$ cat config.mk
export PLATFORM = sky130hd
export DESIGN_NAME = tank_motion_ctrl
export DESIGN_NICKNAME = d
export VERILOG_FILES = /design/src/rtl/tank_pkg.sv /design/src/rtl/key_dir_select.sv /design/src/rtl/tank_motion_ctrl.sv
export SDC_FILE = /design/constraint.sdc
export NUM_CORES = 1
export LEC_CHECK = 0
export CORE_UTILIZATION = 50
export DETAILED_ROUTE_END_ITERATION = 6
export GPL_TIMING_DRIVEN = 0
export PLACE_DENSITY = 0.83
export SLEW_MARGIN = 30
export SYNTH_ARGS = -nofsm -noshare
export SYNTH_HDL_FRONTEND = slang
export SYNTH_HIERARCHICAL = 1
export SYNTH_SLANG_ARGS = --single-unit
export TNS_END_PERCENT = 10
$ cat constraint.sdc
create_clock -name frame_clk -period 3.2 [get_ports frame_clk]
set_input_delay 0.64 -clock frame_clk [delete_from_list [all_inputs] [get_ports frame_clk]]
set_output_delay 0.64 -clock frame_clk [all_outputs]
set_load 0.02 [all_outputs]
$ cat src/rtl/tank_pkg.sv
// Shared types and constants for the tank movement logic.
// Used by tank_motion_ctrl, key_dir_select and the player-2 / bullet blocks.
package tank_pkg;

    // Heading / key direction; values double as hit_* bit indices
    typedef enum logic [1:0] {
        DIR_A = 2'd0,
        DIR_D = 2'd1,
        DIR_S = 2'd2,
        DIR_W = 2'd3
    } dir_t;

    typedef enum logic [1:0] {
        PLAY  = 2'd0,
        DEAD  = 2'd1,
        GUARD = 2'd2
    } tank_state_t;

    // Keyboard scan codes
    localparam logic [7:0] KEY_A = 8'h04;
    localparam logic [7:0] KEY_D = 8'h07;
    localparam logic [7:0] KEY_S = 8'h16;
    localparam logic [7:0] KEY_W = 8'h1A;

    // Bit positions inside hit_block / hit_water ({W,S,D,A})
    localparam int HIT_A = 0;
    localparam int HIT_D = 1;
    localparam int HIT_S = 2;
    localparam int HIT_W = 3;

    function automatic int imax(input int a, input int b);
        return (a > b) ? a : b;
    endfunction

endpackage

$ cat src/rtl/key_dir_select.sv
// Scans NUM_KEYS keycode slots and picks one movement direction with
// fixed priority A > D > S > W. Purely combinational.
module key_dir_select
    import tank_pkg::*;
#(
    parameter int NUM_KEYS = 4
) (
    input  logic [8*NUM_KEYS-1:0] keycodes,
    output logic                  key_vld,
    output dir_t                  key_dir
);

    logic prs_a, prs_d, prs_s, prs_w;

    // Flag each direction whose code appears in any slot
    always_comb begin
        prs_a = 1'b0;
        prs_d = 1'b0;
        prs_s = 1'b0;
        prs_w = 1'b0;
        for (int i = 0; i < NUM_KEYS; i++) begin
            if (keycodes[8*i +: 8] == KEY_A) prs_a = 1'b1;
            if (keycodes[8*i +: 8] == KEY_D) prs_d = 1'b1;
            if (keycodes[8*i +: 8] == KEY_S) prs_s = 1'b1;
            if (keycodes[8*i +: 8] == KEY_W) prs_w = 1'b1;
        end
    end

    // Resolve simultaneous presses so only one axis ever moves
    always_comb begin
        key_vld = 1'b1;
        key_dir = DIR_W;
        if (prs_a)      key_dir = DIR_A;
        else if (prs_d) key_dir = DIR_D;
        else if (prs_s) key_dir = DIR_S;
        else if (prs_w) key_dir = DIR_W;
        else            key_vld = 1'b0;
    end

endmodule

$ cat src/rtl/tank_motion_ctrl.sv
// Player tank movement with kill / respawn sequencing.
// Converts keyboard slots and per-direction collision flags into a
// registered position, motion vector and facing, one update per frame.
// Optional macro TANK_INVULN_EN adds the post-spawn GUARD (invulnerable)
// window; without it the tank goes straight from DEAD back to PLAY.
module tank_motion_ctrl
    import tank_pkg::*;
#(
    parameter int NUM_KEYS       = 4,
    parameter int SIZE           = 16,
    parameter int X_SPAWN        = 48,
    parameter int Y_SPAWN        = 464,
    parameter int X_MAX          = 639,
    parameter int Y_MAX          = 479,
    parameter int SPD_NORM       = 1,
    parameter int SPD_WATER      = 2,
    parameter int RESPAWN_FRAMES = 60,
    parameter int INVULN_FRAMES  = 120
) (
    input  logic                  frame_clk,
    input  logic                  Reset,
    input  logic                  gaming_on,
    input  logic [8*NUM_KEYS-1:0] keycodes,
    input  logic [3:0]            hit_block,
    input  logic [3:0]            hit_water,
    input  logic                  kill,
    output logic [9:0]            pos_x,
    output logic [9:0]            pos_y,
    output logic [9:0]            size,
    output logic [9:0]            motion_x,
    output logic [9:0]            motion_y,
    output logic [1:0]            facing,
    output logic                  alive,
    output logic                  invuln
);

    // One counter serves both the DEAD and GUARD timers
    localparam int CNT_W = $clog2(imax(RESPAWN_FRAMES, INVULN_FRAMES) + 1);
    localparam logic [CNT_W-1:0] DEAD_CNT0 = CNT_W'(RESPAWN_FRAMES - 1);
`ifdef TANK_INVULN_EN
    localparam logic [CNT_W-1:0] GUARD_CNT0 = CNT_W'(INVULN_FRAMES - 1);
`endif

    localparam logic [9:0]  X_SPAWN_V = 10'(X_SPAWN);
    localparam logic [9:0]  Y_SPAWN_V = 10'(Y_SPAWN);
    // Bounds are evaluated one bit wider so the sums cannot wrap
    localparam logic [10:0] SIZE_E    = 11'(SIZE);
    localparam logic [10:0] X_MAX_E   = 11'(X_MAX);
    localparam logic [10:0] Y_MAX_E   = 11'(Y_MAX);

    tank_state_t              state_r, state_nxt;
    logic        [CNT_W-1:0]  cnt_r, cnt_nxt;
    logic        [9:0]        pos_x_r, pos_y_r, pos_x_nxt, pos_y_nxt;
    logic signed [9:0]        mot_x_r, mot_y_r, mot_x_nxt, mot_y_nxt;
    dir_t                     facing_r, facing_nxt;

    logic                     key_vld;
    dir_t                     key_dir;
    logic                     blk, wet, mv_ok;
    logic        [9:0]        spd;
    logic        [9:0]        prd_x, prd_y;
    logic signed [9:0]        mv_x, mv_y;

    // True when a step of s from predicted position (px,py) stays on the field
    function automatic logic in_bounds(input dir_t d, input logic [9:0] px,
                                       input logic [9:0] py, input logic [9:0] s);
        logic [10:0] ex, ey, es;
        ex = {1'b0, px};
        ey = {1'b0, py};
        es = {1'b0, s};
        case (d)
            DIR_A:   return ex >= SIZE_E + es;
            DIR_D:   return ex + es + SIZE_E <= X_MAX_E;
            DIR_W:   return ey >= SIZE_E + es;
            default: return ey + es + SIZE_E <= Y_MAX_E;
        endcase
    endfunction

    key_dir_select #(
        .NUM_KEYS (NUM_KEYS)
    ) u_key_dir_select (
        .keycodes (keycodes),
        .key_vld  (key_vld),
        .key_dir  (key_dir)
    );

    // Candidate motion for the selected key: step size, legality, signed step
    always_comb begin
        blk = 1'b0;
        wet = 1'b0;
        case (key_dir)
            DIR_A:   begin blk = hit_block[HIT_A]; wet = hit_water[HIT_A]; end
            DIR_D:   begin blk = hit_block[HIT_D]; wet = hit_water[HIT_D]; end
            DIR_S:   begin blk = hit_block[HIT_S]; wet = hit_water[HIT_S]; end
            default: begin blk = hit_block[HIT_W]; wet = hit_water[HIT_W]; end
        endcase
        spd   = wet ? 10'(SPD_WATER) : 10'(SPD_NORM);
        prd_x = pos_x_r + $unsigned(mot_x_r);
        prd_y = pos_y_r + $unsigned(mot_y_r);
        mv_ok = key_vld && !blk && in_bounds(key_dir, prd_x, prd_y, spd);
        mv_x  = '0;
        mv_y  = '0;
        if (mv_ok) begin
            case (key_dir)
                DIR_A:   mv_x = -$signed(spd);
                DIR_D:   mv_x =  $signed(spd);
                DIR_W:   mv_y = -$signed(spd);
                default: mv_y =  $signed(spd);
            endcase
        end
    end

    // Kill / respawn sequencing and per-frame position/motion update
    always_comb begin
        state_nxt  = state_r;
        cnt_nxt    = cnt_r;
        pos_x_nxt  = pos_x_r;
        pos_y_nxt  = pos_y_r;
        mot_x_nxt  = mot_x_r;
        mot_y_nxt  = mot_y_r;
        facing_nxt = facing_r;
        if (gaming_on) begin
            case (state_r)
                PLAY: begin
                    if (kill) begin
                        // Kill beats any key press; the move of this frame is dropped
                        state_nxt = DEAD;
                        cnt_nxt   = DEAD_CNT0;
                        pos_x_nxt = X_SPAWN_V;
                        pos_y_nxt = Y_SPAWN_V;
                        mot_x_nxt = '0;
                        mot_y_nxt = '0;
                    end else begin
                        pos_x_nxt = prd_x;
                        pos_y_nxt = prd_y;
                        mot_x_nxt = mv_x;
                        mot_y_nxt = mv_y;
                        if (key_vld) facing_nxt = key_dir;
                    end
                end
                DEAD: begin
                    pos_x_nxt = X_SPAWN_V;
                    pos_y_nxt = Y_SPAWN_V;
                    mot_x_nxt = '0;
                    mot_y_nxt = '0;
                    if (cnt_r == '0) begin
`ifdef TANK_INVULN_EN
                        state_nxt = GUARD;
                        cnt_nxt   = GUARD_CNT0;
`else
                        state_nxt = PLAY;
`endif
                    end else begin
                        cnt_nxt = cnt_r - 1'b1;
                    end
                end
                GUARD: begin
                    // Moves like PLAY but kill has no effect
                    pos_x_nxt = prd_x;
                    pos_y_nxt = prd_y;
                    mot_x_nxt = mv_x;
                    mot_y_nxt = mv_y;
                    if (key_vld) facing_nxt = key_dir;
                    if (cnt_r == '0) state_nxt = PLAY;
                    else             cnt_nxt   = cnt_r - 1'b1;
                end
                default: state_nxt = PLAY;
            endcase
        end
    end

    // State, counter and kinematics registers
    always_ff @(posedge frame_clk or posedge Reset) begin
        if (Reset) begin
            state_r  <= PLAY;
            cnt_r    <= '0;
            pos_x_r  <= X_SPAWN_V;
            pos_y_r  <= Y_SPAWN_V;
            mot_x_r  <= '0;
            mot_y_r  <= '0;
            facing_r <= DIR_W;
        end else begin
            state_r  <= state_nxt;
            cnt_r    <= cnt_nxt;
            pos_x_r  <= pos_x_nxt;
            pos_y_r  <= pos_y_nxt;
            mot_x_r  <= mot_x_nxt;
            mot_y_r  <= mot_y_nxt;
            facing_r <= facing_nxt;
        end
    end

    assign pos_x    = pos_x_r;
    assign pos_y    = pos_y_r;
    assign size     = 10'(SIZE);
    assign motion_x = $unsigned(mot_x_r);
    assign motion_y = $unsigned(mot_y_r);
    assign facing   = facing_r;
    assign alive    = (state_r != DEAD);
`ifdef TANK_INVULN_EN
    assign invuln   = (state_r == GUARD);
`else
    assign invuln   = 1'b0;
`endif

endmodule

==> impl_metrics.toml <==
[logic_synthesis]
synth_adder_area_share_pct = 12.1
synth_xor_area_share_pct = 3.19
synth_cells = 402
synth_mux_area_share_pct = 1.58
synth_area_sq_mm = 0.00356
synth_compound_area_share_pct = 22.8
synth_warnings = 6
synth_top_family_by_area = "simple AND/OR/NAND/NOR gates"
ys_async_sr_fraction_pct = 100
ys.flop_type = "dfrtp_1"
yosys.area_share.simple_pct = 25.0
ys_seq_elements = 36
avgSynthCellArea_sq_um = 8.87
synth-edff-count = 0
synth_cell_types = 74
seq_area_frac_synth_pct = 25.6

[grt]
grt_start_max_net_pins = 37
antenna_found_initial = 0
grt_pass1_vias = 3494
grt_pass1_wl_microns = 16200
grt_overflow = 0
track_usage_pct = 27.5

[setup_path]
critPathRequiredTime_ps = 3370
crit_start = "keycodes[16]"
r2r-start = "motion_x[8]"
cp_max_fo = 3
path_class = "input port to flip-flop"
setup.worst_path.end = "motion_x[1]"
endpoint_kind = "flip-flop"
reg2reg_depth = 8
ff2ff_setup_slack_ps = -380
arrival_ps = 4240
r2r-end = "motion_x[1]"
startpoint_type = "input port"

[floorplanning]
die_area_sq_mm = 0.00747
core_region_area_sq_mm = 0.00683
fp.dieH_microns = 86.4
start_util_pct = 52.2
chipWidth_microns = 86.4
row_count = 30
ios = 98

[route]
postRouteWirelength_microns = 10800
vias = 3716
postRouteAntennaNets = 0
wl_per_cell_microns = 17.2
dr.pass1.iters = 6
remaining_drc_errors = 0
drtIter0Drc = 287
avgViaCountPerCell = 5.89

[sta]
rsz0062_at_grt = "yes"
fin_crit_sh_pct = 127
fin_skew_ps = 7.81
finalHoldViolations = 0
slew-limit-headroom_pct = 39.6
layout_setup_ws_ps = -876
setup_viol = 8
fmax_mhz = 245
slew_violations = 0
fin_crit_ps = 4080
worst_pin_slew_ps = 901
holdWs_ps = 480

[power_and_ir_drop]
p_total_mw = 1.19
power_density_mw_per_mm2 = 230
p_leak_nw = 2.19
peakVddDrop_v = 0.000164

[cts]
htree_levels = 2
cts_root_buffer = "clkbuf_8"
cts_hold_buf = 0
cts_tree = "yes"
clk_path_buf_depth = 2
clkSlewWorstSetupHoldPaths_ps = 70
cts_made_buffers = 5
clock-sinks = 36
clk_latency_ps = 300

[placed_design]
io_buffer_count = 86
dp_hpwl_microns = 7230
dp_slack_ps = -1520
place.gp.congestion = 0.850

[layout]
drive_gt1_share_pct = 31.8
final_util_pct = 75.8
finalNetCount = 610
fillers = 475
antenna_cells = 0
syn2layout_area_growth_pct = 45.2

[status]
outcome = "finished, violations left"
violations = "negative setup slack"

[run]
maxCapViolCount = 0

[worst_hold_path]
hold_path.class = "flip-flop to flip-flop"
hold_depth = 2
==> worst min-delay path by stage <==
| stage | startpoint | endpoint |
|---|---|---|
| floorplan | cnt_r[5] | cnt_r[5] |
| global placement | facing[0] | facing[0] |
| detailed placement | facing[0] | facing[0] |
| CTS | facing[0] | facing[0] |
| global route | facing[0] | facing[0] |
| finish | facing[0] | facing[0] |
==> stage by stage <==
step                setup TNS, ps  cells  instance area [sq um]
floorplan                   -3730    411                   3630
global placement            -8270    593                   4610
detailed placement          -8740    593                   4610
CTS                         -4170    623                   4970
global route                -6430    631                   5180
finish                      -5510    631                   5180
==> flip-flops by register name, summed over array words and instances, names as in the netlist <==
register / count
pos_y: 10
cnt_r: 7
pos_x: 10
facing: 2
state_r: 1
motion_y: 3
motion_x: 3
==> cells in the mapped netlist, types with 5 or more instances <==
library cell	count	share of area, %
buf_4	25	5.3
dfrtp_1	28	20
nand2_1	28	2.9
nor3_1	17	2.4
inv_1	21	2.2
a21oi_1	19	2.7
xnor2_1	7	1.7
dfstp_2	8	5.9
buf_2	5	0.70
nor3b_1	5	1.1
clkbuf_1	7	0.74
nand3_1	7	0.98
or4_1	7	1.5
ha_1	28	9.8
nor4_1	7	1.2
nand2b_1	7	1.2
nor2_1	23	2.4
o2bb2ai_1	7	1.7
a22o_1	7	1.7
o21ai_0	16	2.2
xor2_1	6	1.5
a211oi_2	5	1.8
nor4b_1	7	1.7
==> metal layers <==
metal / vias to the layer above / wire length [microns] / share of wire, % / track usage, %
met1: 1757 / 4140 / 38 / 32.4
met2: 176 / 5590 / 51 / 48.6
li1: 1751 / - / - / -
met5: - / 0 / 0 / 0
met4: 0 / 348 / 3.2 / 11.1
met3: 32 / 774 / 7.1 / 5.90
==> logic make-up (layout without fill, tap and decap cells) <==
| logic type | Yosys count | after routing |
|---|---|---|
| other | 2 | 11 |
| xor gates and xnor gates | 13 | 13 |
| DFF | 36 | 36 |
| AOI/OAI and AO/OA | 107 | 107 |
| buffers and inverters | 61 | 185 |
| and+or+nand+nor | 148 | 148 |
| muxes | 3 | 3 |
| adders and majority gates | 32 | 32 |
==> cell usage in the layout, fill, tap and decap left out, drive strengths merged, types with 5 or more instances in the layout <==
cell type / synthesis / final
buf: 33 / 73
or4: 11 / 11
a211oi: 8 / 8
nand3: 7 / 7
nand2: 28 / 28
nor3: 20 / 20
a21oi: 20 / 20
clkdlybuf4s15: 0 / 7
o2bb2ai: 7 / 7
a22o: 7 / 7
clkbuf: 7 / 18
nor2: 23 / 23
nand2b: 8 / 8
nor3b: 5 / 5
xnor2: 7 / 7
nor4b: 8 / 8
dlygate4sd2: 0 / 11
dfstp: 8 / 8
clkdlybuf4s50: 0 / 54
nor4: 8 / 8
o21ai: 17 / 17
ha: 28 / 28
dfrtp: 28 / 28
conb: 2 / 11
inv: 21 / 20
xor2: 6 / 6
==> power by group <==
group	switching (mW)	internal [mW]
registers	0.0344	0.494
logic	0.162	0.145
clock network	0.182	0.175
total	0.378	0.814
==> area by class of cell <==
| cell class | instances | area, sq um | area share [%] |
|---|---|---|---|
| multi-input combinational | 314 | 2670 | 51.5 |
| clock buffer | 7 | 86.3 | 1.67 |
| buffer | 40 | 272 | 5.24 |
| clock inverter | 1 | 7.51 | 0.145 |
| sequential | 36 | 911 | 17.6 |
| timing repair buffer | 116 | 1030 | 19.9 |
| tap | 96 | 120 | 2.32 |
| inverter | 21 | 83.8 | 1.62 |
==> critical path, cell delays in order <==
cell	delay [ps]
dlygate4sd2_1	260
or4_4	570
nor3_4	150
or4_4	160
a21oi_2	40
buf_4	130
mux4_2	500
buf_6	160
ha_4	250
buf_4	100
a21o_1	120
nand2_1	80
nor3_2	160
o211ai_1	130
a221o_2	470
a22oi_2	230
o41ai_2	90
==> what timing repair did <==
item | 4_1_cts | 5_1_grt
setup buffers | 22 | 8
gates resized for setup | 105 | 38
setup endpoints to repair | 6 | 8
pin swaps | 25 | 26
Power figures use the tool's default switching activity.
